## src/rtl/stack_pkg.sv

```systemverilog
// stack_ctrl shared types: FSM states, grant codes, default sizes.
package stack_pkg;

    localparam int DEPTH_DEF = 4;
    localparam int AW_DEF    = 20;

    typedef enum logic [1:0] {
        IDLE,
        PUSH,
        POP,
        DONE
    } state_t;

    typedef logic [1:0] gnt_t;

    localparam gnt_t GNT_NONE = 2'b00;
    localparam gnt_t GNT_CALL = 2'b01;
    localparam gnt_t GNT_IRQ  = 2'b10;
    localparam gnt_t GNT_RET  = 2'b11;

endpackage

```

## src/rtl/stack_ctrl_if.sv

```systemverilog
// Requester-side bundle of stack_ctrl: push/pop requests and
// grant, completion and occupancy status.
interface stack_ctrl_if import stack_pkg::*; #(
    parameter int AW = AW_DEF
);

    logic          IRQ_REQ;
    logic [AW-1:0] IRQ_ADDR;
    logic          RET_REQ;
    logic          CALL_REQ;
    logic [AW-1:0] CALL_ADDR;
    logic          ERR_CLR;

    logic          ACK;
    logic          NAK;
    gnt_t          GNT;
    logic [AW-1:0] RET_ADDR;
    logic          RET_VLD;
    logic [2:0]    DEPTH_CNT;
    logic          FULL;
    logic          EMPTY;
    logic          ERR;

    modport master (
        output IRQ_REQ, IRQ_ADDR, RET_REQ,
        output CALL_REQ, CALL_ADDR, ERR_CLR,
        input  ACK, NAK, GNT, RET_ADDR, RET_VLD,
        input  DEPTH_CNT, FULL, EMPTY, ERR
    );

    modport slave (
        input  IRQ_REQ, IRQ_ADDR, RET_REQ,
        input  CALL_REQ, CALL_ADDR, ERR_CLR,
        output ACK, NAK, GNT, RET_ADDR, RET_VLD,
        output DEPTH_CNT, FULL, EMPTY, ERR
    );

endinterface

```

## src/rtl/stack_ctrl_arb.sv

```systemverilog
// Fixed-priority arbiter: IRQ > RET > CALL, one-hot grant
// {irq, ret, call}.
module stack_ctrl_arb (
    input  logic       irq_req,
    input  logic       ret_req,
    input  logic       call_req,
    output logic [2:0] gnt
);

    always_comb begin
        gnt = 3'b000;
        priority case (1'b1)
            irq_req:  gnt = 3'b100;
            ret_req:  gnt = 3'b010;
            call_req: gnt = 3'b001;
            default:  gnt = 3'b000;
        endcase
    end

endmodule

```

## src/rtl/stack_ctrl.sv

```systemverilog
// Return-stack controller: arbitrates CALL/IRQ pushes and RET pops.
// Define STACK_CTRL_IRQ_EN to let IRQ_REQ take part in arbitration.
module stack_ctrl import stack_pkg::*; #(
    parameter int DEPTH = DEPTH_DEF,
    parameter int AW    = AW_DEF
) (
    input  logic          CLK2,
    input  logic          RST,
    stack_ctrl_if.slave   bus,
    input  logic [AW-1:0] STK_DO,
    output logic          STK_ENA,
    output logic          STK_RTS,
    output logic [AW-1:0] STK_DI
);

    state_t        state_q, state_d;
    logic          ena_q, ena_d;
    logic          rts_q, rts_d;
    logic [AW-1:0] di_q, di_d;
    logic          ack_q, ack_d;
    logic          nak_q, nak_d;
    gnt_t          gnt_q, gnt_d;
    logic [AW-1:0] ret_q, ret_d;
    logic          vld_q, vld_d;
    logic [2:0]    cnt_q, cnt_d;
    logic          full_q, full_d;
    logic          empty_q, empty_d;
    logic          err_q, err_d;

    logic          irq_req;
    logic [2:0]    arb_gnt;

`ifdef STACK_CTRL_IRQ_EN
    assign irq_req = bus.IRQ_REQ;
`else
    logic unused_irq;
    assign irq_req    = 1'b0;
    assign unused_irq = bus.IRQ_REQ;
`endif

    stack_ctrl_arb u_arb (
        .irq_req  (irq_req),
        .ret_req  (bus.RET_REQ),
        .call_req (bus.CALL_REQ),
        .gnt      (arb_gnt)
    );

    always_comb begin
        state_d = state_q;
        ena_d   = 1'b0;
        rts_d   = 1'b0;
        ack_d   = 1'b0;
        nak_d   = 1'b0;
        vld_d   = 1'b0;
        di_d    = di_q;
        gnt_d   = gnt_q;
        ret_d   = ret_q;
        cnt_d   = cnt_q;
        err_d   = err_q;
        if (bus.ERR_CLR)
            err_d = 1'b0;
        unique case (state_q)
            IDLE: begin
                gnt_d = GNT_NONE;
                unique case (1'b1)
                    arb_gnt[2], arb_gnt[0]: begin
                        if (full_q) begin
                            nak_d = 1'b1;
                            err_d = 1'b1;
                        end else begin
                            state_d = PUSH;
                            gnt_d   = arb_gnt[2] ? GNT_IRQ : GNT_CALL;
                            di_d    = arb_gnt[2] ? bus.IRQ_ADDR
                                                 : bus.CALL_ADDR;
                        end
                    end
                    arb_gnt[1]: begin
                        if (empty_q) begin
                            nak_d = 1'b1;
                            err_d = 1'b1;
                        end else begin
                            state_d = POP;
                            gnt_d   = GNT_RET;
                        end
                    end
                    default: ;
                endcase
            end
            PUSH: begin
                ena_d   = 1'b1;
                ack_d   = 1'b1;
                cnt_d   = cnt_q + 3'd1;
                state_d = IDLE;
            end
            // Top of stack is captured before the pop strobe takes effect.
            POP: begin
                rts_d   = 1'b1;
                ret_d   = STK_DO;
                cnt_d   = cnt_q - 3'd1;
                state_d = DONE;
            end
            DONE: begin
                vld_d   = 1'b1;
                ack_d   = 1'b1;
                state_d = IDLE;
            end
            default: state_d = IDLE;
        endcase
        full_d  = (cnt_d == 3'(DEPTH));
        empty_d = (cnt_d == 3'd0);
    end

    always_ff @(posedge CLK2 or posedge RST) begin
        if (RST) begin
            state_q <= IDLE;
            ena_q   <= 1'b0;
            rts_q   <= 1'b0;
            di_q    <= '0;
            ack_q   <= 1'b0;
            nak_q   <= 1'b0;
            gnt_q   <= GNT_NONE;
            ret_q   <= '0;
            vld_q   <= 1'b0;
            cnt_q   <= 3'd0;
            full_q  <= 1'b0;
            empty_q <= 1'b1;
            err_q   <= 1'b0;
        end else begin
            state_q <= state_d;
            ena_q   <= ena_d;
            rts_q   <= rts_d;
            di_q    <= di_d;
            ack_q   <= ack_d;
            nak_q   <= nak_d;
            gnt_q   <= gnt_d;
            ret_q   <= ret_d;
            vld_q   <= vld_d;
            cnt_q   <= cnt_d;
            full_q  <= full_d;
            empty_q <= empty_d;
            err_q   <= err_d;
        end
    end

    assign STK_ENA       = ena_q;
    assign STK_RTS       = rts_q;
    assign STK_DI        = di_q;
    assign bus.ACK       = ack_q;
    assign bus.NAK       = nak_q;
    assign bus.GNT       = gnt_q;
    assign bus.RET_ADDR  = ret_q;
    assign bus.RET_VLD   = vld_q;
    assign bus.DEPTH_CNT = cnt_q;
    assign bus.FULL      = full_q;
    assign bus.EMPTY     = empty_q;
    assign bus.ERR       = err_q;

endmodule

```

## src/flat_wrapper.sv

```systemverilog
// flat-port wrapper written by rule: the top's interface ports become plain ports
module stack_ctrl_flat import stack_pkg::*;
#(
    parameter int DEPTH = DEPTH_DEF,
    parameter int AW    = AW_DEF
)
  (CLK2, RST, STK_DO, STK_ENA, STK_RTS, STK_DI, bus_IRQ_REQ, bus_IRQ_ADDR, bus_RET_REQ, bus_CALL_REQ, bus_CALL_ADDR, bus_ERR_CLR, bus_ACK, bus_NAK, bus_GNT, bus_RET_ADDR, bus_RET_VLD, bus_DEPTH_CNT, bus_FULL, bus_EMPTY, bus_ERR);
  stack_ctrl_if #(.AW(AW)) bus_i ();
  input  logic CLK2;
  input  logic RST;
  input  logic [AW-1:0] STK_DO;
  output logic STK_ENA;
  output logic STK_RTS;
  output logic [AW-1:0] STK_DI;
  input wire logic [$bits(bus_i.IRQ_REQ)-1:0] bus_IRQ_REQ;
  input wire logic [$bits(bus_i.IRQ_ADDR)-1:0] bus_IRQ_ADDR;
  input wire logic [$bits(bus_i.RET_REQ)-1:0] bus_RET_REQ;
  input wire logic [$bits(bus_i.CALL_REQ)-1:0] bus_CALL_REQ;
  input wire logic [$bits(bus_i.CALL_ADDR)-1:0] bus_CALL_ADDR;
  input wire logic [$bits(bus_i.ERR_CLR)-1:0] bus_ERR_CLR;
  output wire logic [$bits(bus_i.ACK)-1:0] bus_ACK;
  output wire logic [$bits(bus_i.NAK)-1:0] bus_NAK;
  output wire logic [$bits(bus_i.GNT)-1:0] bus_GNT;
  output wire logic [$bits(bus_i.RET_ADDR)-1:0] bus_RET_ADDR;
  output wire logic [$bits(bus_i.RET_VLD)-1:0] bus_RET_VLD;
  output wire logic [$bits(bus_i.DEPTH_CNT)-1:0] bus_DEPTH_CNT;
  output wire logic [$bits(bus_i.FULL)-1:0] bus_FULL;
  output wire logic [$bits(bus_i.EMPTY)-1:0] bus_EMPTY;
  output wire logic [$bits(bus_i.ERR)-1:0] bus_ERR;
  assign bus_i.IRQ_REQ = bus_IRQ_REQ;
  assign bus_i.IRQ_ADDR = bus_IRQ_ADDR;
  assign bus_i.RET_REQ = bus_RET_REQ;
  assign bus_i.CALL_REQ = bus_CALL_REQ;
  assign bus_i.CALL_ADDR = bus_CALL_ADDR;
  assign bus_i.ERR_CLR = bus_ERR_CLR;
  assign bus_ACK = bus_i.ACK;
  assign bus_NAK = bus_i.NAK;
  assign bus_GNT = bus_i.GNT;
  assign bus_RET_ADDR = bus_i.RET_ADDR;
  assign bus_RET_VLD = bus_i.RET_VLD;
  assign bus_DEPTH_CNT = bus_i.DEPTH_CNT;
  assign bus_FULL = bus_i.FULL;
  assign bus_EMPTY = bus_i.EMPTY;
  assign bus_ERR = bus_i.ERR;
  stack_ctrl #(.DEPTH(DEPTH), .AW(AW)) u_core (.CLK2(CLK2), .RST(RST), .bus(bus_i), .STK_DO(STK_DO), .STK_ENA(STK_ENA), .STK_RTS(STK_RTS), .STK_DI(STK_DI));
endmodule
```

## config.mk

```make
export PLATFORM = sky130hd
export DESIGN_NAME = stack_ctrl_flat
export DESIGN_NICKNAME = d
export VERILOG_FILES = /design/src/rtl/stack_pkg.sv /design/src/rtl/stack_ctrl_if.sv /design/src/rtl/stack_ctrl_arb.sv /design/src/rtl/stack_ctrl.sv /design/src/flat_wrapper.sv
export SDC_FILE = /design/constraint.sdc
export NUM_CORES = 1
export LEC_CHECK = 0
export CAP_MARGIN = 20
export CORE_MARGIN = 4
export CORE_UTILIZATION = 40
export CTS_BUF_LIST = sky130_fd_sc_hd__clkbuf_2 sky130_fd_sc_hd__clkbuf_4 sky130_fd_sc_hd__clkbuf_8
export DETAILED_ROUTE_END_ITERATION = 10
export HOLD_SLACK_MARGIN = 0.05
export PLACE_DENSITY = 0.78
export RECOVER_POWER = 100
export SETUP_SLACK_MARGIN = 0.2
export SLEW_MARGIN = 20
export SYNTH_ARGS = -nofsm -noshare
export SYNTH_HDL_FRONTEND = slang
export SYNTH_SLANG_ARGS = --single-unit
```

## constraint.sdc

```tcl
create_clock -name CLK2 -period 2.3 [get_ports CLK2]
set_clock_uncertainty 0.15 [all_clocks]
set_input_delay 0.23 -clock CLK2 [delete_from_list [all_inputs] [get_ports CLK2]]
set_output_delay 0.23 -clock CLK2 [all_outputs]
set_load 0.02 [all_outputs]
```

### Yosys cells after proc, flatten, opt, wreduce, memory -nomap -nowiden

Cells that the tools add are included.

* register bits: 55
* word-level logic and storage cells: 54
* input port bits: 66

* add/subtract/negate cells: 2
* multiplexer cells: 25
* reductions and logical operators: 6
* bitwise logic cells: 1
* eq/ne operators: 7

Operators by type and width (count)
* two-way mux 20 bit: 1
* two-way mux 1 bit: 12
* two-way mux 2 bit: 6
* case mux 2 bit (2 select lines): 2
* inequality test 3 bit (second input constant): 2
* case mux 2 bit (3 select lines): 1
* case mux 3 bit (2 select lines): 1
* AND reduction 3 bit: 2
* equality test 2 bit (second input constant): 2
* case mux 1 bit (2 select lines): 2
* OR reduction 2 bit: 2
* adder 3 x 1 -> 3 bit (second input constant): 1
* equality test 3 bit (second input constant): 1
* zero test 3 bit: 1
* inequality test 3 x 2 -> 1 bit (second input constant): 1
* subtractor 3 x 1 -> 3 bit (second input constant): 1
* equality test 2 x 1 -> 1 bit (second input constant): 1
* zero test 2 bit: 1
* inverter 1 bit: 1

### Logic depth before layout (Yosys ltp)

Gate-level depths: netlist of the first run.

* word-level depth: 5
* depth in mapped cells: 7
* mapped depth without buffers: 7

### Cells and area by module

From an unflattened synthesis of the first run, not the netlist that was laid out.

* cell total of the unflattened synthesis: 173
* area, all modules: 2585.0 um^2

Modules (own cells, without submodules)
* stack_ctrl: sequential area each 1377.6 um^2, times used 1, cells each 170, area each 2558.7 um^2
* stack_ctrl_arb: sequential area each 0.0 um^2, times used 1, cells each 3, area each 26.3 um^2

### Worst setup path before layout of the first run

OpenSTA, ideal clock, no wires.

* kind: register -> register
* start: register u_core.state_q[0]
* end: register u_core.empty_q, in the netlist u_core.bus.EMPTY
* cell stages (with the launch flop): 8
* clock period less this slack: 1.911 ns
* data required time: 2.057 ns
* library setup time: 0.093 ns
* data arrival time: 1.667 ns
* path slack: 0.389 ns
* cells stage by stage: dfrtp_1 inv_1 ha_1 xor2_1 ha_1 or4bb_1 o21ai_0 a311oi_1

* cells in the longest elaborated chain, start to end: 3
* elaborated cells on any way between the ends: 4
* classes of those cells: 2 x eq/ne; 1 x mux; 1 x reduce/logical

RTL lines
* from (decl): line stack_ctrl.sv:16 `state_t state_q, state_d;`
* from (signal assigned): line stack_ctrl.sv:129 `state_q <= state_d;`
* equality test 2 bit or equality test 2 x 1 -> 1 bit (tied branches): line stack_ctrl.sv:62 `unique case (state_q)`
* case mux 3 bit (2 select lines) (*): line stack_ctrl.sv:62
* zero test 3 bit (*): line stack_ctrl.sv:110 `empty_d = (cnt_d == 3'd0);`
* named net u_core.empty_d: line stack_ctrl.sv:27 `logic empty_q, empty_d;`
* to (signal assigned): line stack_ctrl.sv:140 `empty_q <= empty_d;`
* to (decl): line stack_ctrl.sv:27

Mark *: on every way through the listed nets, which the timed path passes. The rest lies on a longest branch.
A chain may end at the register's enable or synchronous reset.

### Final worst setup path of the first run

* start: register u_core.state_q[0]
* end: register u_core.full_q, in the netlist u_core.bus.FULL

* cells in the longest elaborated chain, start to end: 3
* elaborated cells on any way between the ends: 4
* classes of those cells: 3 x eq/ne; 1 x mux

RTL lines
* equality test 2 bit or equality test 2 x 1 -> 1 bit (tied branches): line stack_ctrl.sv:62
* case mux 3 bit (2 select lines) (*): line stack_ctrl.sv:62
* equality test 3 bit (*): line stack_ctrl.sv:109 `full_d = (cnt_d == 3'(DEPTH));`
* named net u_core.full_d: line stack_ctrl.sv:26 `logic full_q, full_d;`
* to (signal assigned): line stack_ctrl.sv:139 `full_q <= full_d;`
* to (decl): line stack_ctrl.sv:26

Marks and branches as above.

==> results of run 1 <==
==> Yosys cell counts, types with 2 or more instances <==
| cell type | n |
|---|---|
| dfrtp_1 | 54 |
| mux2_2 | 40 |
| ha_1 | 7 |
| inv_1 | 7 |
| o21ai_0 | 6 |
| buf_2 | 3 |
| mux2i_1 | 3 |
| nand2_1 | 3 |
| a311oi_1 | 2 |
| buf_6 | 2 |
| nand2b_1 | 2 |
| nand3b_1 | 2 |
| o32ai_1 | 2 |
| xor2_1 | 2 |
==> logic make-up after synthesis <==
group,Yosys count
flip-flops,55
XOR/XNOR,3
AO/OA/AOI/OAI,12
AND/OR/NAND/NOR,16
buffers and inverters,12
adder cells (fa/ha/maj),7
multiplexers,44
==> layout by cell type, fill, tap and decap left out, types with 2 or more instances in the layout <==
master            n
dlygate4sd3_1    55
a311oi_1          2
o32ai_1           2
nand3b_1          2
clkdlybuf4s50_1  42
clkbuf_8          5
clkbuf_4          2
buf_4             3
xor2_1            2
mux2i_1           3
nand2_1           3
o21ai_0           6
ha_1              6
inv_1             7
buf_12            2
dfrtp_1          54
mux2_2           40
nand2b_1          2
==> final timing paths <==
path | startpoint | slack [ns] | endpoint
setup / recovery | u_core.state_q[0] | 0.22 | u_core.bus.FULL
hold / removal | u_core.STK_DI[15] | 0.34 | u_core.STK_DI[15]
max in group asynchronous | RST | 0.92 | u_core.bus.EMPTY
hold reg to reg | u_core.STK_DI[15] | 0.34 | u_core.STK_DI[15]
min in group asynchronous | RST | 0.36 | u_core.bus.RET_ADDR[6]
setup reg to reg | u_core.state_q[0] | 0.22 | u_core.bus.FULL
==> final cells by class <==
type / instances / area, um^2
multi-input cells: 82 / 825
flip-flops and latches: 55 / 1380
clock buffers: 6 / 76.3
clock inverters: 2 / 12.5
repair buffers: 104 / 1050
fillers: 454 / 2050
well taps: 72 / 90.1
inverters: 7 / 26.3
==> report_power, final <==
part	leakage, nW	internal [W]	total [W]	switching (W)
logic	0.798	0.00130	0.00254	0.00124
registers	0.661	0.00144	0.00168	0.000237
clock network	0.0446	0.000225	0.000528	0.000302
total	1.50	0.00297	0.00475	0.00178
==> layer usage <==
| layer | wire (um) | up-vias |
|---|---|---|
| met5 | 0 | - |
| met4 | 26 | 0 |
| met3 | 331 | 4 |
| met2 | 2400 | 57 |
| met1 | 1890 | 748 |
| li1 | - | 744 |
==> what timing repair did <==
action                     4_1_cts  5_1_grt
hold endpoints to repair         0        0
gates resized for setup          4        0
pin swaps                        0        2
setup endpoints to repair        2        2
setup buffers                    0        3
hold buffers                     0        0
==> worst register-to-register path: stages (launching register included) <==
cell and delay [ns]:
dfrtp_1 0.40, inv_1 0.15, ha_1 0.23, clkbuf_2 0.45
nor2b_1 0.14, o32ai_1 0.34, a311oi_1 0.08
==> metrics by stage <==
stage          hold WS (ns)  utilization [%]  setup WS, ns  std cells  power, W
2_1_floorplan         0.215                -         0.389        149   0.00321
3_3_place_gp          0.317             60.6         0.244        317   0.00434
3_5_place_dp          0.328             60.6         0.206        317   0.00441
4_1_cts              0.0983             62.4         0.250        325   0.00497
5_1_grt               0.371             62.7         0.115        328   0.00507
6_report              0.342             62.7         0.224        328   0.00475
==> state kept, by name, summed over array words and instances (netlist names) <==
| signal | count |
|---|---|
| u_core.state_q | 2 |
| u_core.bus.RET_ADDR | 20 |
| u_core.STK_DI | 20 |
| u_core.bus.FULL | 1 |
| u_core.bus.DEPTH_CNT | 3 |
| u_core.STK_ENA | 1 |
| u_core.bus.ACK | 1 |
| u_core.bus.ERR | 1 |
| u_core.bus.GNT | 2 |
| u_core.bus.EMPTY | 1 |
| u_core.STK_RTS | 1 |
| u_core.bus.NAK | 1 |
| u_core.bus.RET_VLD | 1 |
==> results.cfg, run 1 <==
[global_routing]
grt_use_met3_pct = 5.65
antenna_found_initial = 0
use_met2_pct = 24.5
use_met1_pct = 16.5
grt_usage_pct = 14.1
grt_pass1_wl_mm = 7.94
grt_max_degree = 37
overflow = 0
grt_pass1_vias = 1646
grt.busiest_layer = met2

[drt]
routedWlPerCell_um = 14.2
drt_iter0_markers = 21
viasPerCell = 4.73
drtPass1Iterations = 4
routed_wl_mm = 4.65
drc = 0
ant_nets = 0
dr_total_vias = 1553

[synthesis]
synth_fp_nets = 222
synthMuxAreaShare_pct = 21.8
synth_cell_types = 28
async_flop_share_pct = 100
yosys.area_share.adder_pct = 3.88
netlist_area_mm2 = 0.00226
synthSimpleGateAreaFrac_pct = 5.65
synth_ff_type = dfrtp_1
synth_top_family_by_area = multiplexers
synth_top_area_cell = dfrtp_1
syn_area_per_cell_um2 = 15.1
synth_xor_area_share_pct = 1.16
ys_warn_count = 0
synth-compound-area-share_pct = 3.66
ys_ff_latch = 55
synth_edf_count = 0
netlist_instances = 149
ys_seq_area_share_pct = 61.0
synth_top_area_share_pct = 59.9
synthTopCellsByArea = dfrtp_1 60%, mux2_2 20%, ha_1 3.9%, mux2i_1 1.3%, o21ai_0 1.3%

[critical_path]
critPathLaunchType = flip-flop
cp.depth = 6
crit_chain = inv_1 > ha_1 > clkbuf_2 > nor2b_1 > o32ai_1 > a311oi_1
cp_data_required_time_ns = 2.32
slowest_stage = clkbuf_2
slowest_delay_ns = 0.45
arrival_ns = 2.09
path_delay_family = buffers and inverters
end_kind = flip-flop
reg2reg_depth = 6
critical_path_peak_fanout = 21
critPathBufInv = 2
critPathKind = flip-flop to flip-flop

[sta]
slew_violations = 0
finalCritPeriodShare_pct = 90.3
worst_pin_slew_ns = 0.813
fmax_mhz = 482
finalSetupViolations = 0
slew_headroom_pct = 45.7
setup-tns-final_ns = 0
rsz0062_at_grt = false
period_needed_ns = 2.08
hold_violations = 0

[finish]
antenna_cells = 0
nets = 328
fin_area_mm2 = 0.00345
syn2layout_area_growth_pct = 53.0
drive_gt1_share_pct = 23.4

[placed_design]
gp_congestion = 0.701
place_area_mm2 = 0.00334
dpl.hpwl_mm = 3.51
port_buffers = 97

[power]
cellPowerDensity_mw_per_mm2 = 1370
cellLeakagePower_nw = 1.50
ir_worst_vdd_v = 0.000693

[cts]
insertion_delay_ns = 0.30
clk_pin_slew_worst_paths_ns = 0.09
cts_tree = done
numCtsBuffers = 5
cts_sinks = 55
htreeDepth = 2
cts_root_buffer = clkbuf_8
clock_path_buffers = 2

[floorplan]
io-pin-count = 119
die-area_mm2 = 0.00691
start_util_pct = 41.0
core-area_mm2 = 0.00551
die_w_um = 83.1
placementRows = 27
die_h_um = 83.1

[min_path]
hold_class = flip-flop to flip-flop
hold_depth = 1

[status]
outcome = complete, no violations

[run]
cap_viol_max_count = 0
No activity file was read; power rests on OpenSTA's default activity.
==> run 2: changes to the inputs <==
Settings changed: MAX_ROUTING_LAYER from default to met4.
==> run 2 against run 1 <==
  * Critical path depth increased by 2
  * First-iteration DRC count increased by 9.5%
  * Hold slack about the same
  * Maximum frequency increased by 0.12%
  * Final area unchanged
  * Critical path type unchanged
  * Critical endpoint unchanged
  * Largest power group unchanged
  * Highest routed layer unchanged
==> results.cfg, run 2 (synthesized netlist as in run 1, its figures left out) <==
[status]
outcome = complete, no violations

[drt]
viasPerCell = 4.73
ant_nets = 0
drc = 0
routed_wl_mm = 4.66
dr_total_vias = 1551
drt_iter0_markers = 23
routedWlPerCell_um = 14.2
drtPass1Iterations = 4

[placed_design]
dp_slack_ns = 0.206
port_buffers = 97
dpl.hpwl_mm = 3.51
gp_congestion = 0.708
dp.cells = 317

[global_routing]
antenna_found_initial = 0
grt_pass1_vias = 1644
grt_usage_pct = 14.6
grt_max_degree = 37
grt_pass1_wl_mm = 7.94
overflow = 0

[critical_path]
arrival_ns = 2.13
critPathLaunchType = flip-flop
r2r-start = u_core.state_q[0]
reg2reg_depth = 8
r2r-end = u_core.bus.FULL
r2r_slack_ns = 0.23
end_kind = flip-flop
critical_path_peak_fanout = 5
cp_data_required_time_ns = 2.35
critPathKind = flip-flop to flip-flop

[cts]
clock_path_buffers = 2
cts_sinks = 55
clk_pin_slew_worst_paths_ns = 0.09
numCtsBuffers = 5
cts_tree = done
insertion_delay_ns = 0.30
cts_root_buffer = clkbuf_8
htreeDepth = 2

[floorplan]
io-pin-count = 119
die_w_um = 83.1
core-area_mm2 = 0.00551
start_util_pct = 41.0
die_h_um = 83.1
die-area_mm2 = 0.00691
placementRows = 27

[min_path]
hp-start = u_core.STK_DI[15]
hold_depth = 1
hold_class = flip-flop to flip-flop
holdPathEnd = u_core.STK_DI[15]

[power]
power_frac_seq_pct = 35.3
power.internal_w = 0.00297
switching_share_pct = 37.4
cellLeakagePower_nw = 1.50
power.switching_w = 0.00178
cellPowerDensity_mw_per_mm2 = 1380
p_comb_share_pct = 53.5
pwr-share-clk_pct = 11.1
ir_worst_vdd_v = 0.000693
report.power.total_w = 0.00475

[finish]
syn2layout_area_growth_pct = 53.0
nets = 328
final_cell_count_no_fill = 328
layout_commonest_cell = dlygate4sd3_1
drive_gt1_share_pct = 23.4
layout_common_cells = 55 x dlygate4sd3_1, 54 x dfrtp_1, 42 x clkdlybuf4s50_1, 40 x mux2_2, 7 x inv_1
antenna_cells = 0

[sta]
fmax_mhz = 482
hold_violations = 0
finalCritPeriodShare_pct = 90.2
slew_violations = 0
rsz0062_at_grt = false
slew_headroom_pct = 45.9
worst_pin_slew_ns = 0.811
period_needed_ns = 2.07
finalSetupViolations = 0
worst_slack_ns = 0.226
setup-tns-final_ns = 0

[run]
cap_viol_max_count = 0
[run 2: cell counts in the layout (fill, tap and decap cells not counted)]
No cell type changed its count.
[run 2: critical path: stages (launching register included)]
cell and delay (ns):
dfrtp_1 0.38, inv_1 0.11, ha_1 0.27, xor2_1 0.16
ha_2 0.20, buf_4 0.14, nor3b_4 0.24, o32ai_1 0.12
a311oi_1 0.22
[run 2: cell type report]
type / instances / area (um^2)
Clock buffer: 6 / 76.3
Tap cell: 72 / 90.1
Timing Repair Buffer: 104 / 1050
Clock inverter: 2 / 12.5
Sequential cell: 55 / 1380
Inverter: 7 / 26.3
Multi-Input combinational cell: 82 / 825
Fill cell: 454 / 2050
[run 2: metrics by stage]
| stage | utilization [%] | hold WS [ns] | area [um^2] |
|---|---|---|---|
| 2_1_floorplan | - | 0.215 | 2260 |
| 3_3_place_gp | 60.6 | 0.317 | 3340 |
| 3_5_place_dp | 60.6 | 0.328 | 3340 |
| 4_1_cts | 62.4 | 0.0983 | 3440 |
| 5_1_grt | 62.7 | 0.371 | 3450 |
| 6_report | 62.7 | 0.342 | 3450 |
[run 2: worst max path at each step]
stage               depth (start not counted)  slack [ns]          endpoint              start
CTS                                         7        0.25   u_core.bus.FULL  u_core.state_q[0]
floorplan                                   7        0.39  u_core.bus.EMPTY  u_core.state_q[0]
detailed placement                          7        0.21  u_core.bus.EMPTY  u_core.state_q[0]
global placement                            7        0.24  u_core.bus.EMPTY  u_core.state_q[0]
global route                                6        0.11   u_core.bus.FULL  u_core.state_q[0]
finish                                      8        0.23   u_core.bus.FULL  u_core.state_q[0]
[run 2: power groups by stage]
stage | Combinational [W] | Clock, W | Sequential [W]
global route | 0.00273 | 0.000596 | 0.00175
CTS | 0.00271 | 0.000550 | 0.00171
floorplan | 0.000949 | 0 | 0.00227
detailed placement | 0.00268 | 0 | 0.00172
finish | 0.00254 | 0.000528 | 0.00168
global placement | 0.00264 | 0 | 0.00170
[run 2: routing by layer]
layer | vias up | GRT usage (%) | share of wire [%]
met5 | - | - | 0
met4 | 0 | 3.12 | 0.62
met3 | 4 | 4.76 | 6.1
met2 | 57 | 24.4 | 52
met1 | 746 | 17.2 | 42
li1 | 744 | - | -
[run 2: repair_timing]
| item | 4_1_cts | 5_1_grt |
|---|---|---|
| cloned | 0 | 0 |
| hold endpoints to repair | 0 | 0 |
| buffers inserted | 0 | 3 |
| resized for setup | 4 | 0 |
| pin swaps | 0 | 2 |
| hold buffers | 0 | 0 |
| setup endpoints to repair | 2 | 2 |
==> run 3: changes to the inputs <==
Settings changed: CORE_MARGIN 4 to 3.
==> run 3 against run 2 <==
  * Hold slack is essentially flat
  * First-iteration DRC count is 30% higher
  * Via count unchanged
  * Setup slack gained 0.010 ns
  * Non-clock buffer count shrank 2
  * Register-to-register slack about the same
  * Critical path depth decreased by 1
  * Sequential power is essentially flat
  * Sequential share of layout area hardly changed
  * Global-route usage is 0.96 points higher
  * Clock power rose by 25%
  * Total power grew 2.5%
  * Critical path type unchanged
  * Largest power group unchanged
  * Highest routed layer unchanged
==> results.cfg, run 3 (synthesized netlist as in run 1, its figures left out) <==
[power]
cellLeakagePower_nw = 1.50
ir_worst_vdd_v = 0.000727
cellPowerDensity_mw_per_mm2 = 1410

[sta]
period_needed_ns = 2.06
rsz0062_at_grt = false
fmax_mhz = 485
whs_ns = 0.341
hold_violations = 0
setup-tns-final_ns = 0
finalCritPeriodShare_pct = 89.7
finalSetupViolations = 0
slew_headroom_pct = 49.1
worst_pin_slew_ns = 0.763
slew_violations = 0

[status]
outcome = complete, no violations

[drt]
viasPerCell = 4.79
drt_iter0_markers = 30
routed_wl_mm = 4.81
drtPass1Iterations = 4
ant_nets = 0
routedWlPerCell_um = 14.9
drc = 0
dr_total_vias = 1551

[critical_path]
critical_path_peak_fanout = 5
end_kind = flip-flop
arrival_ns = 2.12
slowest_delay_ns = 0.48
crit_chain = inv_1 > ha_4 > xor2_1 > ha_1 > or4bb_1 > o21ai_0 > a311oi_1
cp_data_required_time_ns = 2.36
critPathKind = flip-flop to flip-flop
critPathLaunchType = flip-flop
slowest_stage = or4bb_1

[finish]
syn2layout_area_growth_pct = 53.1
final_cell_count_no_fill = 324
nets = 326
fin_util_pct = 65.6
drive_gt1_share_pct = 22.4
nFillCells = 388
antenna_cells = 0
fin_area_mm2 = 0.00346
layout_common_cells = 54 x dlygate4sd3_1, 54 x dfrtp_1, 43 x clkdlybuf4s50_1, 40 x mux2_2, 7 x inv_1

[floorplan]
placementRows = 26
die_w_um = 81.1
core-area_mm2 = 0.00527
start_util_pct = 42.8
die-area_mm2 = 0.00658
die_h_um = 81.1
io-pin-count = 119

[global_routing]
grt_pass1_wl_mm = 7.62
grt_pass1_vias = 1610
grt_usage_pct = 15.5
antenna_found_initial = 0
grt_max_degree = 24
overflow = 0

[placed_design]
port_buffers = 97
place_area_mm2 = 0.00332
dp.cells = 315
dpl.hpwl_mm = 3.80
gp_congestion = 0.730

[cts]
hold_buffers = 0
clock_path_buffers = 2
cts_root_buffer = clkbuf_8
clk_pin_slew_worst_paths_ns = 0.09
htreeDepth = 2
cts_tree = done
insertion_delay_ns = 0.30
numCtsBuffers = 5
cts_sinks = 55

[min_path]
hold_class = flip-flop to flip-flop

[run]
cap_viol_max_count = 0
## run 3: per-stage QoR
step	setup WS, ns	power, W
after floorplan	0.389	0.00321
after global placement	0.252	0.00435
after detailed placement	0.216	0.00443
after CTS	0.209	0.00510
after global routing	0.108	0.00519
final	0.236	0.00487
## run 3: final timing paths
kind | slack (ns) | to | startpoint | cells after the start
worst min register to register | 0.34 | u_core.STK_DI[15] | u_core.STK_DI[15] | 1
min in group asynchronous | 0.35 | u_core.bus.RET_ADDR[10] | RST | 2
max in group asynchronous | 0.59 | u_core.STK_ENA | RST | 3
worst max register to register | 0.24 | u_core.bus.EMPTY | u_core.state_q[0] | 7
worst max-delay path | 0.24 | u_core.bus.EMPTY | u_core.state_q[0] | 7
worst min-delay path | 0.34 | u_core.STK_DI[15] | u_core.STK_DI[15] | 1
## run 3: layout make-up
type,instances,area [um^2],area share [%]
well taps,70,87.6,2.53
multi-input cells,82,828,24.0
repair buffers,102,1010,29.4
inverters,7,26.3,0.760
clock inverters,2,38.8,1.12
flip-flops and latches,55,1380,39.9
clock buffers,6,82.6,2.39
## run 3: layer usage
layer | track usage (%) | share of wire (%) | vias up
met1 | 18.3 | 40 | 739
met4 | 5.57 | 1.5 | 0
li1 | - | - | 739
met3 | 4.43 | 9.6 | 6
met5 | - | 0 | -
met2 | 25.5 | 49 | 67
## run 3: critical path, delay by kind of cell (launching register included)
| family | cells | cell delay, ns |
|---|---|---|
| xor+xnor | 1 | 0.16 |
| fa+ha+maj | 2 | 0.44 |
| simple gates | 1 | 0.48 |
| compound gates | 2 | 0.16 |
| buf+inv | 1 | 0.19 |
| flops | 1 | 0.41 |
## run 3: power breakdown
part	leakage, nW	internal, W	switching, W
logic	0.779	0.00128	0.00124
clock network	0.0618	0.000358	0.000300
registers	0.661	0.00144	0.000246
## run 3: repair_timing
item,in CTS,in global routing
buffers inserted,0,1
gates resized for setup,1,3
setup endpoints to repair,2,2
pin swaps,0,1
endpoints found under the hold margin,0,0
